`src/rtl/yuv_convert_arbiter.sv`:
```
// yuv_convert_arbiter: round-robin packet sharing of one YUV444->RGB converter between two
// sources, with in-order tag FIFO return routing. Define YUV_ARB_STATS_EN for per-port packet counters.
module yuv_convert_arbiter #(
    parameter int unsigned TAG_DEPTH = 4,
    parameter int unsigned DATA_W    = 24,
    parameter int unsigned KEEP_W    = DATA_W / 8,
    parameter int unsigned DEST_W    = 1
) (
    input  logic              clk,
    input  logic              rst,
    // src0 (slave)
    input  logic              i_src0_t_valid,
    input  logic [DATA_W-1:0] i_src0_t_data,
    input  logic              i_src0_t_last,
    input  logic [KEEP_W-1:0] i_src0_t_keep,
    input  logic [KEEP_W-1:0] i_src0_t_strb,
    input  logic [DEST_W-1:0] i_src0_t_dest,
    output logic              o_src0_t_ready,
    // src1 (slave)
    input  logic              i_src1_t_valid,
    input  logic [DATA_W-1:0] i_src1_t_data,
    input  logic              i_src1_t_last,
    input  logic [KEEP_W-1:0] i_src1_t_keep,
    input  logic [KEEP_W-1:0] i_src1_t_strb,
    input  logic [DEST_W-1:0] i_src1_t_dest,
    output logic              o_src1_t_ready,
    // cv_src (master)
    output logic              o_cv_src_t_valid,
    output logic [DATA_W-1:0] o_cv_src_t_data,
    output logic              o_cv_src_t_last,
    output logic [KEEP_W-1:0] o_cv_src_t_keep,
    output logic [KEEP_W-1:0] o_cv_src_t_strb,
    output logic [DEST_W-1:0] o_cv_src_t_dest,
    input  logic              i_cv_src_t_ready,
    // cv_dst (slave)
    input  logic              i_cv_dst_t_valid,
    input  logic [DATA_W-1:0] i_cv_dst_t_data,
    input  logic              i_cv_dst_t_last,
    input  logic [KEEP_W-1:0] i_cv_dst_t_keep,
    input  logic [KEEP_W-1:0] i_cv_dst_t_strb,
    input  logic [DEST_W-1:0] i_cv_dst_t_dest,
    output logic              o_cv_dst_t_ready,
    // dst0 (master)
    output logic              o_dst0_t_valid,
    output logic [DATA_W-1:0] o_dst0_t_data,
    output logic              o_dst0_t_last,
    output logic [KEEP_W-1:0] o_dst0_t_keep,
    output logic [KEEP_W-1:0] o_dst0_t_strb,
    output logic [DEST_W-1:0] o_dst0_t_dest,
    input  logic              i_dst0_t_ready,
    // dst1 (master)
    output logic              o_dst1_t_valid,
    output logic [DATA_W-1:0] o_dst1_t_data,
    output logic              o_dst1_t_last,
    output logic [KEEP_W-1:0] o_dst1_t_keep,
    output logic [KEEP_W-1:0] o_dst1_t_strb,
    output logic [DEST_W-1:0] o_dst1_t_dest,
    input  logic              i_dst1_t_ready
`ifdef YUV_ARB_STATS_EN
    ,
    output logic [31:0]       o_stat_pkts0,
    output logic [31:0]       o_stat_pkts1
`endif
);

    localparam int unsigned PTR_W = $clog2(TAG_DEPTH);

    typedef enum logic {S_IDLE, S_BUSY} state_t;

    state_t           r_state, w_state_nxt;
    logic             r_owner, w_owner_nxt;
    logic             r_rr, w_rr_nxt;
    logic             w_push, w_pop, w_pick;
    logic             r_tags [TAG_DEPTH];
    logic [PTR_W-1:0] r_wptr, r_rptr;
    logic [PTR_W:0]   r_count;
    logic             w_full, w_empty, w_head;
    logic             w_unused;

    assign w_full   = (r_count == (PTR_W+1)'(TAG_DEPTH));
    assign w_empty  = (r_count == '0);
    assign w_head   = r_tags[r_rptr];
    assign w_pick   = (i_src0_t_valid && i_src1_t_valid) ? r_rr : i_src1_t_valid;
    assign w_unused = ^{i_src0_t_dest, i_src1_t_dest, i_cv_dst_t_dest};

    always_ff @(posedge clk or negedge rst) begin
        if (!rst) begin
            r_state <= S_IDLE;
            r_owner <= 1'b0;
            r_rr    <= 1'b0;
        end else begin
            r_state <= w_state_nxt;
            r_owner <= w_owner_nxt;
            r_rr    <= w_rr_nxt;
        end
    end

    // Grant only from IDLE so every packet costs one bubble cycle and a tag slot is reserved first.
    always_comb begin
        w_state_nxt      = r_state;
        w_owner_nxt      = r_owner;
        w_rr_nxt         = r_rr;
        w_push           = 1'b0;
        o_cv_src_t_valid = 1'b0;
        o_cv_src_t_data  = '0;
        o_cv_src_t_last  = 1'b0;
        o_cv_src_t_keep  = '0;
        o_cv_src_t_strb  = '0;
        o_cv_src_t_dest  = '0;
        o_src0_t_ready   = 1'b0;
        o_src1_t_ready   = 1'b0;
        case (r_state)
            S_IDLE: begin
                if (!w_full && (i_src0_t_valid || i_src1_t_valid)) begin
                    w_push      = 1'b1;
                    w_state_nxt = S_BUSY;
                    w_owner_nxt = w_pick;
                end
            end
            S_BUSY: begin
                if (r_owner) begin
                    o_cv_src_t_valid = i_src1_t_valid;
                    o_cv_src_t_data  = i_src1_t_data;
                    o_cv_src_t_last  = i_src1_t_last;
                    o_cv_src_t_keep  = i_src1_t_keep;
                    o_cv_src_t_strb  = i_src1_t_strb;
                    o_src1_t_ready   = i_cv_src_t_ready;
                end else begin
                    o_cv_src_t_valid = i_src0_t_valid;
                    o_cv_src_t_data  = i_src0_t_data;
                    o_cv_src_t_last  = i_src0_t_last;
                    o_cv_src_t_keep  = i_src0_t_keep;
                    o_cv_src_t_strb  = i_src0_t_strb;
                    o_src0_t_ready   = i_cv_src_t_ready;
                end
                if (o_cv_src_t_valid && i_cv_src_t_ready && o_cv_src_t_last) begin
                    w_state_nxt = S_IDLE;
                    w_rr_nxt    = ~r_owner;
                end
            end
            default: w_state_nxt = S_IDLE;
        endcase
    end

    always_comb begin
        o_dst0_t_valid   = 1'b0;
        o_dst1_t_valid   = 1'b0;
        o_cv_dst_t_ready = 1'b0;
        if (!w_empty) begin
            if (w_head) begin
                o_dst1_t_valid   = i_cv_dst_t_valid;
                o_cv_dst_t_ready = i_dst1_t_ready;
            end else begin
                o_dst0_t_valid   = i_cv_dst_t_valid;
                o_cv_dst_t_ready = i_dst0_t_ready;
            end
        end
    end

    assign o_dst0_t_data = i_cv_dst_t_data;
    assign o_dst0_t_last = i_cv_dst_t_last;
    assign o_dst0_t_keep = i_cv_dst_t_keep;
    assign o_dst0_t_strb = i_cv_dst_t_strb;
    assign o_dst0_t_dest = '0;
    assign o_dst1_t_data = i_cv_dst_t_data;
    assign o_dst1_t_last = i_cv_dst_t_last;
    assign o_dst1_t_keep = i_cv_dst_t_keep;
    assign o_dst1_t_strb = i_cv_dst_t_strb;
    assign o_dst1_t_dest = '0;

    assign w_pop = i_cv_dst_t_valid && o_cv_dst_t_ready && i_cv_dst_t_last;

    always_ff @(posedge clk or negedge rst) begin
        if (!rst) begin
            r_wptr  <= '0;
            r_rptr  <= '0;
            r_count <= '0;
            for (int unsigned i = 0; i < TAG_DEPTH; i++) begin
                r_tags[i] <= 1'b0;
            end
        end else begin
            if (w_push) begin
                r_tags[r_wptr] <= w_owner_nxt;
                r_wptr         <= r_wptr + PTR_W'(1);
            end
            if (w_pop) begin
                r_rptr <= r_rptr + PTR_W'(1);
            end
            case ({w_push, w_pop})
                2'b10:   r_count <= r_count + (PTR_W+1)'(1);
                2'b01:   r_count <= r_count - (PTR_W+1)'(1);
                default: r_count <= r_count;
            endcase
        end
    end

`ifdef YUV_ARB_STATS_EN
    logic [31:0] r_stat_pkts0, r_stat_pkts1;

    always_ff @(posedge clk or negedge rst) begin
        if (!rst) begin
            r_stat_pkts0 <= '0;
            r_stat_pkts1 <= '0;
        end else begin
            if (o_dst0_t_valid && i_dst0_t_ready && i_cv_dst_t_last) begin
                r_stat_pkts0 <= r_stat_pkts0 + 32'd1;
            end
            if (o_dst1_t_valid && i_dst1_t_ready && i_cv_dst_t_last) begin
                r_stat_pkts1 <= r_stat_pkts1 + 32'd1;
            end
        end
    end

    assign o_stat_pkts0 = r_stat_pkts0;
    assign o_stat_pkts1 = r_stat_pkts1;
`endif

    // Converter output with no outstanding tag has nowhere to go.
    a_no_orphan_return: assert property (@(posedge clk) disable iff (!rst)
        !(i_cv_dst_t_valid && w_empty));

endmodule

```
`config.mk`:
```
export PLATFORM = sky130hd
export DESIGN_NAME = yuv_convert_arbiter
export DESIGN_NICKNAME = d
export VERILOG_FILES = /design/src/rtl/yuv_convert_arbiter.sv
export SDC_FILE = /design/constraint.sdc
export NUM_CORES = 1
export LEC_CHECK = 0
export CELL_PAD_IN_SITES_DETAIL_PLACEMENT = 0
export CELL_PAD_IN_SITES_GLOBAL_PLACEMENT = 1
export CORE_UTILIZATION = 18
export CTS_CLUSTER_SIZE = 28
export DETAILED_ROUTE_END_ITERATION = 6
export GPL_TIMING_DRIVEN = 1
export MAX_ROUTING_LAYER = met4
export PLACE_DENSITY_LB_ADDON = 0.1
export SLEW_MARGIN = 10
export SYNTH_ARGS = -nofsm -noshare
export SYNTH_HDL_FRONTEND = slang
export SYNTH_SLANG_ARGS = --single-unit
```
`constraint.sdc`:
```
create_clock -name clk -period 2.6 [get_ports clk]
set_clock_uncertainty 0.15 [all_clocks]
set_input_delay 0.65 -clock clk [delete_from_list [all_inputs] [get_ports clk]]
set_output_delay 0.65 -clock clk [all_outputs]
set_load 0.01 [all_outputs]
```
; After elaboration in Yosys (flattened, before gate mapping)
; Cells that the tools add are included.
[op_classes]
addsub = 4
n_lt_le_gt_ge = 3
n_eq_ne = 3
muxes = 36
n_bitwise = 4
n_reduce_logical = 12
[op_table]
columns = operator, count
row1 = 24-bit 2-to-1 mux, 2
row2 = 1-bit 2-to-1 mux, 25
row3 = 3-bit 2-to-1 mux, 4
row4 = 1-bit logical AND, 7
row5 = "3-bit >= comparator, second input constant", 2
row6 = 2-bit inverter with 3-bit output, 2
row7 = 3-bit one-hot mux with 2 select lines, 1
row8 = "2-bit by 1-bit adder with 2-bit output, second input constant", 2
row9 = 4-bit bitwise mux, 1
row10 = "3-bit by 1-bit adder with 3-bit output, second input constant", 1
row11 = "3-bit equality test, second input constant", 1
row12 = 3-bit logical NOT, 1
row13 = "3-bit by 1-bit less-than comparator with 1-bit output, second input constant", 1
row14 = "3-bit by 1-bit subtractor with 3-bit output, second input constant", 1
row15 = 1-bit binary-select mux with 2-bit select, 1
row16 = 1-bit demux with 2-bit select, 1
row17 = "2-bit by 1-bit equality test with 1-bit output, second input constant", 1
row18 = "2-bit equality test, second input constant", 1
row19 = 1-bit inverter, 2
row20 = 1-bit one-hot mux with 2 select lines, 1
row21 = 2-bit AND reduction, 1
row22 = 2-bit nonzero test, 1
row23 = 1-bit logical NOT, 1
row24 = 1-bit logical OR, 1
[totals]
regBits = 14
inputBits = 104
word_cells = 72

; Logic depth before layout (Yosys ltp)
; Gate-level depths: netlist of run 1.
[depth]
depth_word = 10
mapped_depth = 10

; Worst setup path after synthesis of run 1
; OpenSTA, ideal clock, no wires.
[synth_timing]
path_type = input to register
start = input port i_src1_t_valid
end = register r_count[2]
setup_ns = 0.079
arrival_time_ns = 2.084
required_time_ns = 2.371
path_slack_ns = 0.287
path_stages = 8
cell_sequence = clkbuf_1 -> o21ai_1 -> ha_1 -> inv_1 -> fa_1 -> xor2_1 -> nor2_1 -> xor2_1
[synth_between]
elab_chain_cells = 6
word_cells_on_any_way = 8
classes_between = 2 x eq/ne / 3 x mux / 3 x reduce/logical
[synth_lines]
columns = element, line_no
row1 = from (decl), 20  ; input logic i_src1_t_valid,
row2 = 1-bit logical OR (*), 114  ; if (!w_full && (i_src0_t_valid || i_src1_t_valid)) begin
row3 = 1-bit logical AND (*), 114
row4 = 1-bit 2-to-1 mux (*), 114
row5 = 1-bit 2-to-1 mux (*), 112  ; case (r_state)
row6 = 2-bit by 1-bit equality test with 1-bit output / 2-bit equality test (equally long branches), 189  ; case ({w_push, w_pop})
row7 = 3-bit one-hot mux with 2 select lines / 2-bit nonzero test (equally long branches), n/a
row8 = to (signal assigned), 190  ; 2'b10: r_count <= r_count + (PTR_W+1)'(1);
row9 = to (signal assigned), 191  ; 2'b01: r_count <= r_count - (PTR_W+1)'(1);
row10 = to (signal assigned), 192  ; default: r_count <= r_count;
row11 = to (decl), 76  ; logic [PTR_W:0] r_count;
; Every way passes the cells marked *; elsewhere a longest branch is shown, timed or not.
; A chain may end at the register's enable or synchronous reset.

; Worst setup path in the final report of run 1
[layout_timing]
start = input port i_cv_dst_t_last
end = output port o_dst1_t_last
[layout_rtl]
columns = element, line_no
row1 = from (decl), 38  ; input logic i_cv_dst_t_last,
row2 = to (decl), 54  ; output logic o_dst1_t_last,
; No word-level cell between the ends.

==> metrics.md, run 1 <==
| Metric | Value |
|---|---|
| Crit-path cells | `clkdlybuf4s50_1, clkdlybuf4s50_1` |
| Placed cells | `400` |
| Synth area leaders | `buf_4 27%, mux2i_1 22%, dfrtp_1 19%` |
| CTS buffer count | `3` |
| Fin cells | `405` |
| Reg-to-reg endpoint | `r_count[2]` |
| H-tree depth | `1` |
| Post-synthesis cell area | `1840 sq um` |
| Critical path arrival | `1690 ps` |
| IO Count | `206` |
| Sequential element share of the synthesized area | `0.190` |
| Clock Pin Slew Worst Setup and Hold Paths | `60 ps` |
| Multi-input logic area | `955 sq um` |
| Status | `finished, final reports clean` |
| Post-synthesis register bit count | `14` |
| Synth top area share | `0.269` |
| Clock network power share | `0.091` |
| Layout cells sized above 1 | `0.114` |
| Clock Tree Root | `clkbuf_8` |
| Fin worst setup slack | `115 ps` |
| Synth area leader | `buf_4` |
| Async set-reset flop share out of synthesis | `1.00` |
| Post-route ant nets | `0` |
| Max_cap viols | `0` |
| Sw frac | `0.406` |
| Fin. Hold Viols | `0` |
| Worst Setup Start Kind | `input pin` |
| Hold Slack | `357 ps` |
| Final setup fails | `0` |
| Initial DRC Count | `36` |
| Static leakage | `1.30 nW` |
| Fin crit period | `2490 ps` |
| Drt pass-1 iters | `4` |
| WP depth | `2` |
| Max incr delay on CP | `540 ps` |
| Largest net degree at the start of global routing | `37` |
| Crit path max-delay family | `buffers and inverters` |
| Avg Synthesized Cell Area | `8.64 sq um` |
| Core ar. | `9820 sq um` |
| Syn Inst Count | `213` |
| Worst-Skew Late Latency | `240 ps` |
| Critical path capture point type | `output pin` |
| Wire per inst | `12.5 um` |
| Most frequent cells after synthesis | `66 x buf_4, 40 x mux2i_1, 33 x nor2b_1, 14 x dfrtp_1, 9 x a31oi_1` |
| RSZ-0062 raised after global routing | `no` |
| Period utilization | `0.956` |
| Int Pwr | `0.00142 W` |
| Total power | `0.00239 W` |
| CTS sink cnt | `14` |
| Max Freq | `0.402 GHz` |
| Predominant post-synthesis flop cell | `dfrtp_1` |
| Starting Density | `0.187` |
| Max VDD drop | `0.242 mV` |
| Die W | `103 um` |
| GRT overflow | `0` |
| Register area | `352 sq um` |
| GRT Overall Usage | `0.0907` |
| DP HPWL | `3960 um` |
| DR DRC count | `0` |
| Cell with the most instances after synthesis | `buf_4` |
| ANT cells | `0` |
| Synth warnings | `0` |
| Crit-path max FO | `3` |
| Final wirelength | `5050 um` |
| Die area | `10600 sq um` |
| Count of buffer and inverter cells on the critical path | `2` |
| Flop2flop setup slack | `230 ps` |
| Area delta synth->final | `51.0%` |
| Yosys cell types | `28` |
| Most common cell on crit path | `clkdlybuf4s50_1` |
| Sw power | `0.000968 W` |
| EDFF count, synth | `0` |
| Num rows | `36` |
| Fill count | `1101` |
| GP Congestion | `0.676` |
| Worst Tran Pin Value | `641 ps` |
| Logic pwr share | `0.724` |
| Max Slew Vio Count | `0` |
| Routed vias | `1495` |
| WP data required | `1800 ps` |
| Pre-CTS setup slack | `-128 ps` |
| Vias in the first global route | `1476` |
| Reg2Reg Depth | `10` |
| Antenna violations before repair | `0` |
| Die height | `103 um` |
| Hold-fix buffers at CTS | `0` |
| Routed vias/inst | `3.69` |
| Crit path to | `o_dst1_t_last` |
| I/O Buffers | `109` |
| Sequential Power Share | `0.185` |
| Crit path from | `i_cv_dst_t_last` |
| Crit Reg-Reg Startpoint | `r_rptr[1]` |
| Worst rel slew slack | `0.572` |
| Power Dens Cells | `860 nW/um^2` |
| NumNets Final | `383` |
| CTS tree | `done` |
| Crit Path Class | `in2out` |
| Slowest CP cell | `clkdlybuf4s50_1` |
| Clock buffer depth | `2` |
| First-pass GRT wire length | `7240 um` |
| Hold Path Class | `reg2reg` |
-- logic make-up after synthesis --
kind of cell | synth area share
DFF | 0.190
buffers and inverters | 0.303
other | 0.00204
AOI/OAI and AO/OA | 0.0578
muxes | 0.224
xor gates and xnor gates | 0.0238
adders and majority gates | 0.0449
and+or+nand+nor | 0.154
-- layout by cell type, fill, tap and decap left out, drive strengths merged, types with 2 or more instances in the layout --
master,count
xor2,3
nor2,5
buf,19
conb,3
nand2,3
dfrtp,14
o21ai,3
inv,6
a31oi,9
clkdlybuf4s50,72
ha,5
mux2i,40
dlygate4sd2,36
nor2b,33
xnor2,2
a21oi,2
clkbuf,4
nand3,2
-- state kept, by name (all words and copies together), names as in the netlist --
signal / count
r_tags: 4
r_wptr: 2
r_rr: 1
r_count: 3
r_owner: 1
r_state: 1
r_rptr: 2
-- through the flow --
| stage | cell area (sq um) | util | setup TNS [ps] |
|---|---|---|---|
| final | 2780 | 0.283 | 0 |
| after CTS | 2750 | 0.280 | 0 |
| after floorplan | 1850 | - | 0 |
| after global routing | 2780 | 0.283 | 0 |
| after global placement | 2740 | 0.279 | -1440 |
| after detailed placement | 2740 | 0.279 | -1490 |
-- power groups by stage --
stage,registers (W),logic [W],clock network (W)
floorplan,0.000399,0.00112,0
global placement,0.000440,0.00192,0
detailed placement,0.000438,0.00190,0
CTS,0.000435,0.00173,0.000227
global route,0.000460,0.00192,0.000239
finish,0.000443,0.00173,0.000216
-- per-layer routing --
layer / GRT usage / part of all wire / routed length, um
met3: 0.0142 / 0.073 / 368
met1: 0.101 / 0.39 / 1950
met2: 0.153 / 0.50 / 2520
met5: - / 0 / 0
met4: 0.0542 / 0.040 / 204
-- how the worst min path moves through the flow --
stage	startpoint	to	slack, ps	cells past startpoint
floorplan	rst	r_count[0]	200	0
detailed placement	r_count[0]	r_count[0]	340	1
global placement	r_count[0]	r_count[0]	350	1
finish	r_count[0]	r_count[0]	360	1
global route	r_count[0]	r_count[0]	390	1
CTS	r_count[0]	r_count[0]	360	1
-- area by class of cell --
cell class / instances / share of cell area
sequential: 14 / 0.127
clock buffer: 4 / 0.0198
multi-input combinational: 120 / 0.344
inverter: 6 / 0.00811
tap: 133 / 0.0599
timing repair buffer: 128 / 0.442
-- timing repair --
item                                    CTS  global route
setup buffers                             0             1
endpoints found under the setup margin   37             2
resized for setup                        37             5
(Power assumes the default switching activity.)
==> inputs of run 2 (changes only) <==
Settings changed: CAP_MARGIN from default to 15.
==> results of run 2 <==
No change in the layout: final DEF, timing and power equal those of run 1.
==> inputs of run 3 (changes only) <==
Settings changed: CAP_MARGIN 15 to 0.
==> results of run 3 <==
No change in the layout: final DEF, timing and power equal those of run 1.
